===== src/rtl/muldiv_pkg.sv =====
// Shared definitions for the iterative multiply/divide unit.
//   XLEN   : operand width
//   ITER   : number of RUN iteration cycles
//   OP_*   : MDctl opcode encodings (6 and 7 are no-ops)
//   state_e: controller states
//   op_ctx_t: operation context captured when a Start is accepted
// Optional feature macro: MULDIV_DIV_EN (divide support).
package muldiv_pkg;

  localparam int unsigned XLEN  = 32;
  localparam int unsigned ITER  = 32;
  localparam int unsigned CNT_W = $clog2(ITER);

  localparam logic [2:0] OP_MULT  = 3'd0;
  localparam logic [2:0] OP_MULTU = 3'd1;
  localparam logic [2:0] OP_DIV   = 3'd2;
  localparam logic [2:0] OP_DIVU  = 3'd3;
  localparam logic [2:0] OP_MTHI  = 3'd4;
  localparam logic [2:0] OP_MTLO  = 3'd5;

  typedef enum logic [1:0] {
    ST_IDLE = 2'd0,
    ST_RUN  = 2'd1,
    ST_FIX  = 2'd2,
    ST_DONE = 2'd3
  } state_e;

  typedef struct packed {
    logic            is_div;
    logic            neg_a;
    logic            neg_b;
    logic [XLEN-1:0] b_mag;
  } op_ctx_t;

endpackage


===== src/rtl/muldiv_signfix.sv =====
// Combinational sign handling for the multiply/divide unit.
//   a_i, b_i, signed_i   : raw operands and signedness (latch stage)
//   mag_a_o, mag_b_o     : operand magnitudes
//   neg_a_o, neg_b_o     : operand is negative (signed ops only)
//   hi_i, lo_i           : unsigned result halves (FIX stage)
//   wide_i               : 1 = negate {hi,lo} as one 64-bit value, 0 = negate halves independently
//   neg_hi_i, neg_lo_i   : negate request per half
//   hi_o, lo_o           : sign-corrected result
module muldiv_signfix
  import muldiv_pkg::*;
(
  input  logic [XLEN-1:0] a_i,
  input  logic [XLEN-1:0] b_i,
  input  logic            signed_i,
  output logic [XLEN-1:0] mag_a_o,
  output logic [XLEN-1:0] mag_b_o,
  output logic            neg_a_o,
  output logic            neg_b_o,
  input  logic [XLEN-1:0] hi_i,
  input  logic [XLEN-1:0] lo_i,
  input  logic            wide_i,
  input  logic            neg_hi_i,
  input  logic            neg_lo_i,
  output logic [XLEN-1:0] hi_o,
  output logic [XLEN-1:0] lo_o
);

  logic hi_carry;

  assign neg_a_o = signed_i & a_i[XLEN-1];
  assign neg_b_o = signed_i & b_i[XLEN-1];
  assign mag_a_o = neg_a_o ? -a_i : a_i;
  assign mag_b_o = neg_b_o ? -b_i : b_i;

  // 64-bit two's complement: high half takes the carry out of negating the low half.
  assign hi_carry = wide_i ? (lo_i == '0) : 1'b1;
  assign lo_o     = neg_lo_i ? -lo_i : lo_i;
  assign hi_o     = neg_hi_i ? (~hi_i + XLEN'(hi_carry)) : hi_i;

endmodule


===== src/rtl/muldiv_unit.sv =====
// Iterative multiply/divide unit with HI/LO result registers.
//   clock, reset_n       : clock (rising edge), async active-low reset
//   Start, MDctl, A, B   : request pulse, opcode, rs/rt operands
//   Flush                : abort a running operation (beats Start)
//   HI, LO               : result registers
//   Busy                 : high in RUN and FIX
//   Done                 : one-cycle completion pulse (DONE state)
//   DivZero              : sticky divide-by-zero flag of the last divide
// Optional feature macro: MULDIV_DIV_EN enables div/divu; without it they are no-ops.
module muldiv_unit
  import muldiv_pkg::*;
(
  input  logic            clock,
  input  logic            reset_n,
  input  logic            Start,
  input  logic [2:0]      MDctl,
  input  logic [XLEN-1:0] A,
  input  logic [XLEN-1:0] B,
  input  logic            Flush,
  output logic [XLEN-1:0] HI,
  output logic [XLEN-1:0] LO,
  output logic            Busy,
  output logic            Done,
  output logic            DivZero
);

  state_e          state_q, state_d;
  logic [CNT_W-1:0] cnt_q, cnt_d;
  op_ctx_t         ctx_q, ctx_d;
  logic [XLEN-1:0] acc_hi_q, acc_hi_d, acc_lo_q, acc_lo_d;
  logic [XLEN-1:0] hi_q, hi_d, lo_q, lo_d;
  logic            dz_q, dz_d, busy_q, busy_d, done_q, done_d;

  logic            start_mul, start_div, op_signed;
  logic [XLEN-1:0] mag_a, mag_b, fix_hi, fix_lo, step_hi, step_lo;
  logic            neg_a, neg_b;
  logic [XLEN:0]   mul_sum;

  assign start_mul = (MDctl == OP_MULT) || (MDctl == OP_MULTU);
`ifdef MULDIV_DIV_EN
  assign start_div = (MDctl == OP_DIV) || (MDctl == OP_DIVU);
`else
  assign start_div = 1'b0;
`endif
  assign op_signed = (MDctl == OP_MULT) || (MDctl == OP_DIV);

  // Quotient sign is the XOR of operand signs; remainder follows the dividend.
  muldiv_signfix u_signfix (
    .a_i      (A),
    .b_i      (B),
    .signed_i (op_signed),
    .mag_a_o  (mag_a),
    .mag_b_o  (mag_b),
    .neg_a_o  (neg_a),
    .neg_b_o  (neg_b),
    .hi_i     (acc_hi_q),
    .lo_i     (acc_lo_q),
    .wide_i   (~ctx_q.is_div),
    .neg_hi_i (ctx_q.is_div ? ctx_q.neg_a : (ctx_q.neg_a ^ ctx_q.neg_b)),
    .neg_lo_i (ctx_q.neg_a ^ ctx_q.neg_b),
    .hi_o     (fix_hi),
    .lo_o     (fix_lo)
  );

  // One iteration: shift-add multiply (acc_lo holds multiplier) or restoring divide (acc_lo holds dividend/quotient).
`ifdef MULDIV_DIV_EN
  logic [XLEN:0] div_shift;
  logic          div_ge;
`endif
  always_comb begin : step_p
    mul_sum = {1'b0, acc_hi_q} + (acc_lo_q[0] ? {1'b0, ctx_q.b_mag} : '0);
    step_hi = mul_sum[XLEN:1];
    step_lo = {mul_sum[0], acc_lo_q[XLEN-1:1]};
`ifdef MULDIV_DIV_EN
    div_shift = {acc_hi_q, acc_lo_q[XLEN-1]};
    div_ge    = div_shift >= {1'b0, ctx_q.b_mag};
    if (ctx_q.is_div) begin
      // When div_ge holds the difference is below the divisor, so XLEN bits suffice.
      step_hi = div_ge ? (div_shift[XLEN-1:0] - ctx_q.b_mag) : div_shift[XLEN-1:0];
      step_lo = {acc_lo_q[XLEN-2:0], div_ge};
    end
`endif
  end

  // Controller next-state and datapath updates.
  always_comb begin : next_p
    state_d  = state_q;
    cnt_d    = cnt_q;
    ctx_d    = ctx_q;
    acc_hi_d = acc_hi_q;
    acc_lo_d = acc_lo_q;
    hi_d     = hi_q;
    lo_d     = lo_q;
    dz_d     = dz_q;
    unique case (state_q)
      ST_IDLE, ST_DONE: begin
        state_d = ST_IDLE;
        if (!Flush && Start) begin
          if (start_mul || start_div) begin
            state_d      = ST_RUN;
            cnt_d        = '0;
            ctx_d.is_div = start_div;
            ctx_d.neg_a  = neg_a;
            ctx_d.neg_b  = neg_b;
            ctx_d.b_mag  = mag_b;
            acc_hi_d     = '0;
            acc_lo_d     = mag_a;
          end else if (MDctl == OP_MTHI) begin
            hi_d = A;
          end else if (MDctl == OP_MTLO) begin
            lo_d = A;
          end
        end
      end
      ST_RUN: begin
        if (Flush) begin
          state_d = ST_IDLE;
        end else begin
          acc_hi_d = step_hi;
          acc_lo_d = step_lo;
          cnt_d    = cnt_q + CNT_W'(1);
          if (cnt_q == CNT_W'(ITER - 1)) state_d = ST_FIX;
        end
      end
      ST_FIX: begin
        if (Flush) begin
          state_d = ST_IDLE;
        end else begin
          state_d = ST_DONE;
          hi_d    = fix_hi;
          lo_d    = fix_lo;
`ifdef MULDIV_DIV_EN
          // Zero divisor: remainder already equals the dividend; force an all-ones quotient.
          if (ctx_q.is_div) begin
            dz_d = (ctx_q.b_mag == '0);
            if (ctx_q.b_mag == '0) lo_d = '1;
          end
`endif
        end
      end
      default: state_d = ST_IDLE;
    endcase
    busy_d = (state_d == ST_RUN) || (state_d == ST_FIX);
    done_d = (state_d == ST_DONE);
  end

  // State and datapath registers.
  always_ff @(posedge clock or negedge reset_n) begin : reg_p
    if (!reset_n) begin
      state_q  <= ST_IDLE;
      cnt_q    <= '0;
      ctx_q    <= '0;
      acc_hi_q <= '0;
      acc_lo_q <= '0;
      hi_q     <= '0;
      lo_q     <= '0;
      dz_q     <= 1'b0;
      busy_q   <= 1'b0;
      done_q   <= 1'b0;
    end else begin
      state_q  <= state_d;
      cnt_q    <= cnt_d;
      ctx_q    <= ctx_d;
      acc_hi_q <= acc_hi_d;
      acc_lo_q <= acc_lo_d;
      hi_q     <= hi_d;
      lo_q     <= lo_d;
      dz_q     <= dz_d;
      busy_q   <= busy_d;
      done_q   <= done_d;
    end
  end

  assign HI      = hi_q;
  assign LO      = lo_q;
  assign Busy    = busy_q;
  assign Done    = done_q;
  assign DivZero = dz_q;

endmodule


===== config.mk =====
export PLATFORM = sky130hd
export DESIGN_NAME = muldiv_unit
export DESIGN_NICKNAME = d
export VERILOG_FILES = /design/src/rtl/muldiv_pkg.sv /design/src/rtl/muldiv_signfix.sv /design/src/rtl/muldiv_unit.sv
export SDC_FILE = /design/constraint.sdc
export NUM_CORES = 1
export LEC_CHECK = 0
export BUFFER_PORTS_ARGS = -buffer_cell sky130_fd_sc_hd__buf_2
export CELL_PAD_IN_SITES_DETAIL_PLACEMENT = 1
export CELL_PAD_IN_SITES_GLOBAL_PLACEMENT = 2
export CORE_MARGIN = 10
export CORE_UTILIZATION = 39
export DETAILED_ROUTE_END_ITERATION = 12
export PLACE_DENSITY = 0.94
export SETUP_SLACK_MARGIN = 0.05
export SLEW_MARGIN = 20
export SYNTH_ARGS = -nofsm -noshare
export SYNTH_HDL_FRONTEND = slang
export SYNTH_HIERARCHICAL = 1
export SYNTH_SLANG_ARGS = --single-unit

===== constraint.sdc =====
create_clock -name clock -period 9.7 [get_ports clock]
set_clock_uncertainty 0.05 [all_clocks]
set_input_delay 0.485 -clock clock [delete_from_list [all_inputs] [get_ports clock]]
set_output_delay 0.485 -clock clock [all_outputs]
set_load 0.02 [all_outputs]

==> impl_metrics.ini <==
[yosys]
seq_area_frac_synth_pct = 35.32
synthArstFlopShare_pct = 100.0
ys.flop_type = dfrtp_1
synth_warnings = 6
synth-seq-cells = 171
synth_edf_count = 0
synth.net_count = 1538
synth_cell_types = 74
syn_area_um2 = 12120
synthTopCellsByArea = dfrtp_1, a21oi_1, xnor2_1
synth_cells = 1423
syn_area_per_cell_um2 = 8.515
yosysTopAreaCell = dfrtp_1
yosysTopAreaCellShare_pct = 35.32

[clock_network]
cts_buffers = 17
cts_max_level = 4
clk_latency_ns = 0.44
postCtsResizedCells = 0
clk_pin_slew_ns = 0.08
clockBufferDepth = 2
cts_setup_buffers = 0
ctsHoldBuffers = 0
clock_sink_count = 171
cts_tree = built
cts_root_buffer = clkbuf_16

[sta]
rsz0062_at_grt = false
period_needed_ns = 4.662
worst_pin_slew_ns = 1.047
slew-limit-headroom_pct = 30.20
whs_ns = 0.08539
tns_ns = 0
setup_viol = 0
max_freq_mhz = 214.5
finalHoldViolCount = 0
slew_violations = 0
finalCritPeriodShare_pct = 48.06

[floorplanning]
core.rowCount = 64
die-area_um2 = 38520
start_util_pct = 39.61
fp.dieW_um = 196.3
core_area_um2 = 30590
die_y_um = 196.3
io_pins = 138

[setup_path]
setup.worst_path.start_class = flop
max_stage_delay_ns = 0.69
cp.required_ns = 10.01
cp_cell_sequence = buf_4, inv_1, ha_1, nor2b_1, nand4_1, or4_1, o21ai_1, ha_1, ha_1, nand3_1, o41ai_1, xnor2_1, a21oi_1, a21oi_1
slowest_stage = or4_1
crit_path_frequent_cell = ha_1
path_class = reg2reg
path_max_fanout = 37
cp.arrival_ns = 4.98
cp-end-kind = flop

[final_layout]
final_nets = 1624
drive_gt1_share_pct = 16.10
final_common_cell = a21oi_1
layout_common_cells = a21oi_1, dfrtp_1, buf_2
areaGrowthSynthToFinish_pct = 13.10
diodes = 0

[drt]
drt_first_pass_iters = 6
drt_iter0_drc = 562
vias_per_cell = 5.653
drtAntennaViolNets = 0
wl_per_cell_um = 20.24
drt_wl_total_um = 38820
drc_errors = 0
vias = 10840

[placement]
dp.final_hpwl_um = 29200
io_buffers = 136
finalWeightedCongestion = 0.9283

[grt]
grt_pass1_vias = 11010
grt.total_usage_pct = 19.60
grt_pass1_wl_um = 61440
grt_max_degree = 105
antenna_found_initial = 0
grt-ovfl-total = 0

[run_status]
outcome = finished, final reports clean

[hold_path]
hold_class = in2async

[pwr]
p_leak_uw = 0.005988
irDropWorstVdd_mv = 0.1294
power_density_nw_per_um2 = 184.8

[flow_run]
drv_cap = 0
-- critical path, delay by kind of cell (launching register included) --
kind	cells	cell delay (ns)
compound gates	4	1.17
buf+inv	2	0.31
flops	1	0.36
fa+ha+maj	3	0.64
xor+xnor	1	0.18
simple gates	4	1.88
-- final cells by class --
type	instances	area (um^2)
well taps	396	495.5
inverters	41	153.9
flip-flops and latches	171	4279
clock inverters	13	212.7
clock buffers	19	442.9
multi-input cells	1130	7340
fillers	3664	16880
repair buffers	148	780.7
-- cell usage after synthesis, types with 5 or more instances --
| library cell | count |
|---|---|
| inv_1 | 41 |
| nand2b_1 | 10 |
| nand2_1 | 121 |
| nor2b_1 | 40 |
| and3_1 | 5 |
| a31oi_1 | 27 |
| o21ai_0 | 99 |
| o31ai_1 | 29 |
| a21o_1 | 15 |
| xnor2_1 | 90 |
| a41oi_1 | 6 |
| xor2_1 | 54 |
| o21bai_1 | 7 |
| mux2_2 | 34 |
| nor2_1 | 120 |
| or4_1 | 11 |
| nor3_1 | 27 |
| or3_1 | 11 |
| o41ai_1 | 19 |
| mux2i_1 | 33 |
| nand4_1 | 16 |
| or2_2 | 5 |
| a21boi_0 | 6 |
| a21oi_1 | 184 |
| dfrtp_1 | 171 |
| and2_1 | 32 |
| nand3_1 | 18 |
| ha_1 | 43 |
| nor4_1 | 16 |
| buf_4 | 6 |
| clkbuf_1 | 63 |
-- flip-flops by register name, indices dropped and copies added (netlist names) --
register and flops:
HI 32, ctx_q 34, acc_hi_q 32, state_q 2, LO 32, cnt_q 5, Busy 1, Done 1
acc_lo_q 32
-- routing by layer --
metal / part of all wire (%) / vias to the layer above / track usage, %
li1: - / 5225 / -
met1: 48 / 5346 / 26.96
met2: 46 / 241 / 31.68
met3: 4.7 / 31 / 3.137
met4: 0.95 / 0 / 3.988
met5: 0 / - / 0
-- worst paths after layout --
| check | start | to | slack (ns) | cells after the start |
|---|---|---|---|---|
| max in group asynchronous | reset_n | acc_hi_q[10]$_DFFE_PN0P_ | 8.21 | 2 |
| hold reg to reg | cnt_q[4]$_DFFE_PN0P_ | cnt_q[4]$_DFFE_PN0P_ | 0.44 | 2 |
| hold / removal | reset_n | LO[6]$_DFFE_PN0P_ | 0.09 | 1 |
| min in group clock | Flush | state_q[1]$_DFF_PN0_ | 0.28 | 2 |
| setup reg to reg | acc_lo_q[0]$_DFFE_PN0P_ | HI[26]$_DFFE_PN0P_ | 5.04 | 14 |
| setup / recovery | acc_lo_q[0]$_DFFE_PN0P_ | HI[26]$_DFFE_PN0P_ | 5.04 | 14 |
-- report_power, final --
part / internal [uW] / switching [uW] / leakage [uW]
logic: 300 / 469 / 0.00357
registers: 854 / 127 / 0.00210
clock network: 468 / 314 / 0.000316
total: 1620 / 911 / 0.00599
-- cell families after synthesis --
family	count (synthesis)	synth area share (%)
and+or+nand+nor	452	18.63
AOI/OAI and AO/OA	421	20.60
DFF	171	35.32
xor gates and xnor gates	144	10.41
buffers and inverters	122	4.492
muxes	67	5.886
adders and majority gates	44	4.606
other	2	0.06198
-- stage by stage --
step / worst slack [ns] / cell area, um^2 / util, % / total power [uW] / std cells
after global routing: 4.676 / 13700 / 44.80 / 2680 / 1918
final: 5.038 / 13700 / 44.80 / 2533 / 1918
after detailed placement: 5.195 / 13050 / 42.65 / 1760 / 1886
after floorplan: 6.333 / 12120 / - / 1482 / 1423
after global placement: 5.324 / 13050 / 42.65 / 1728 / 1886
after CTS: 5.084 / 13700 / 44.79 / 2550 / 1918
(Power assumes the default switching activity.)
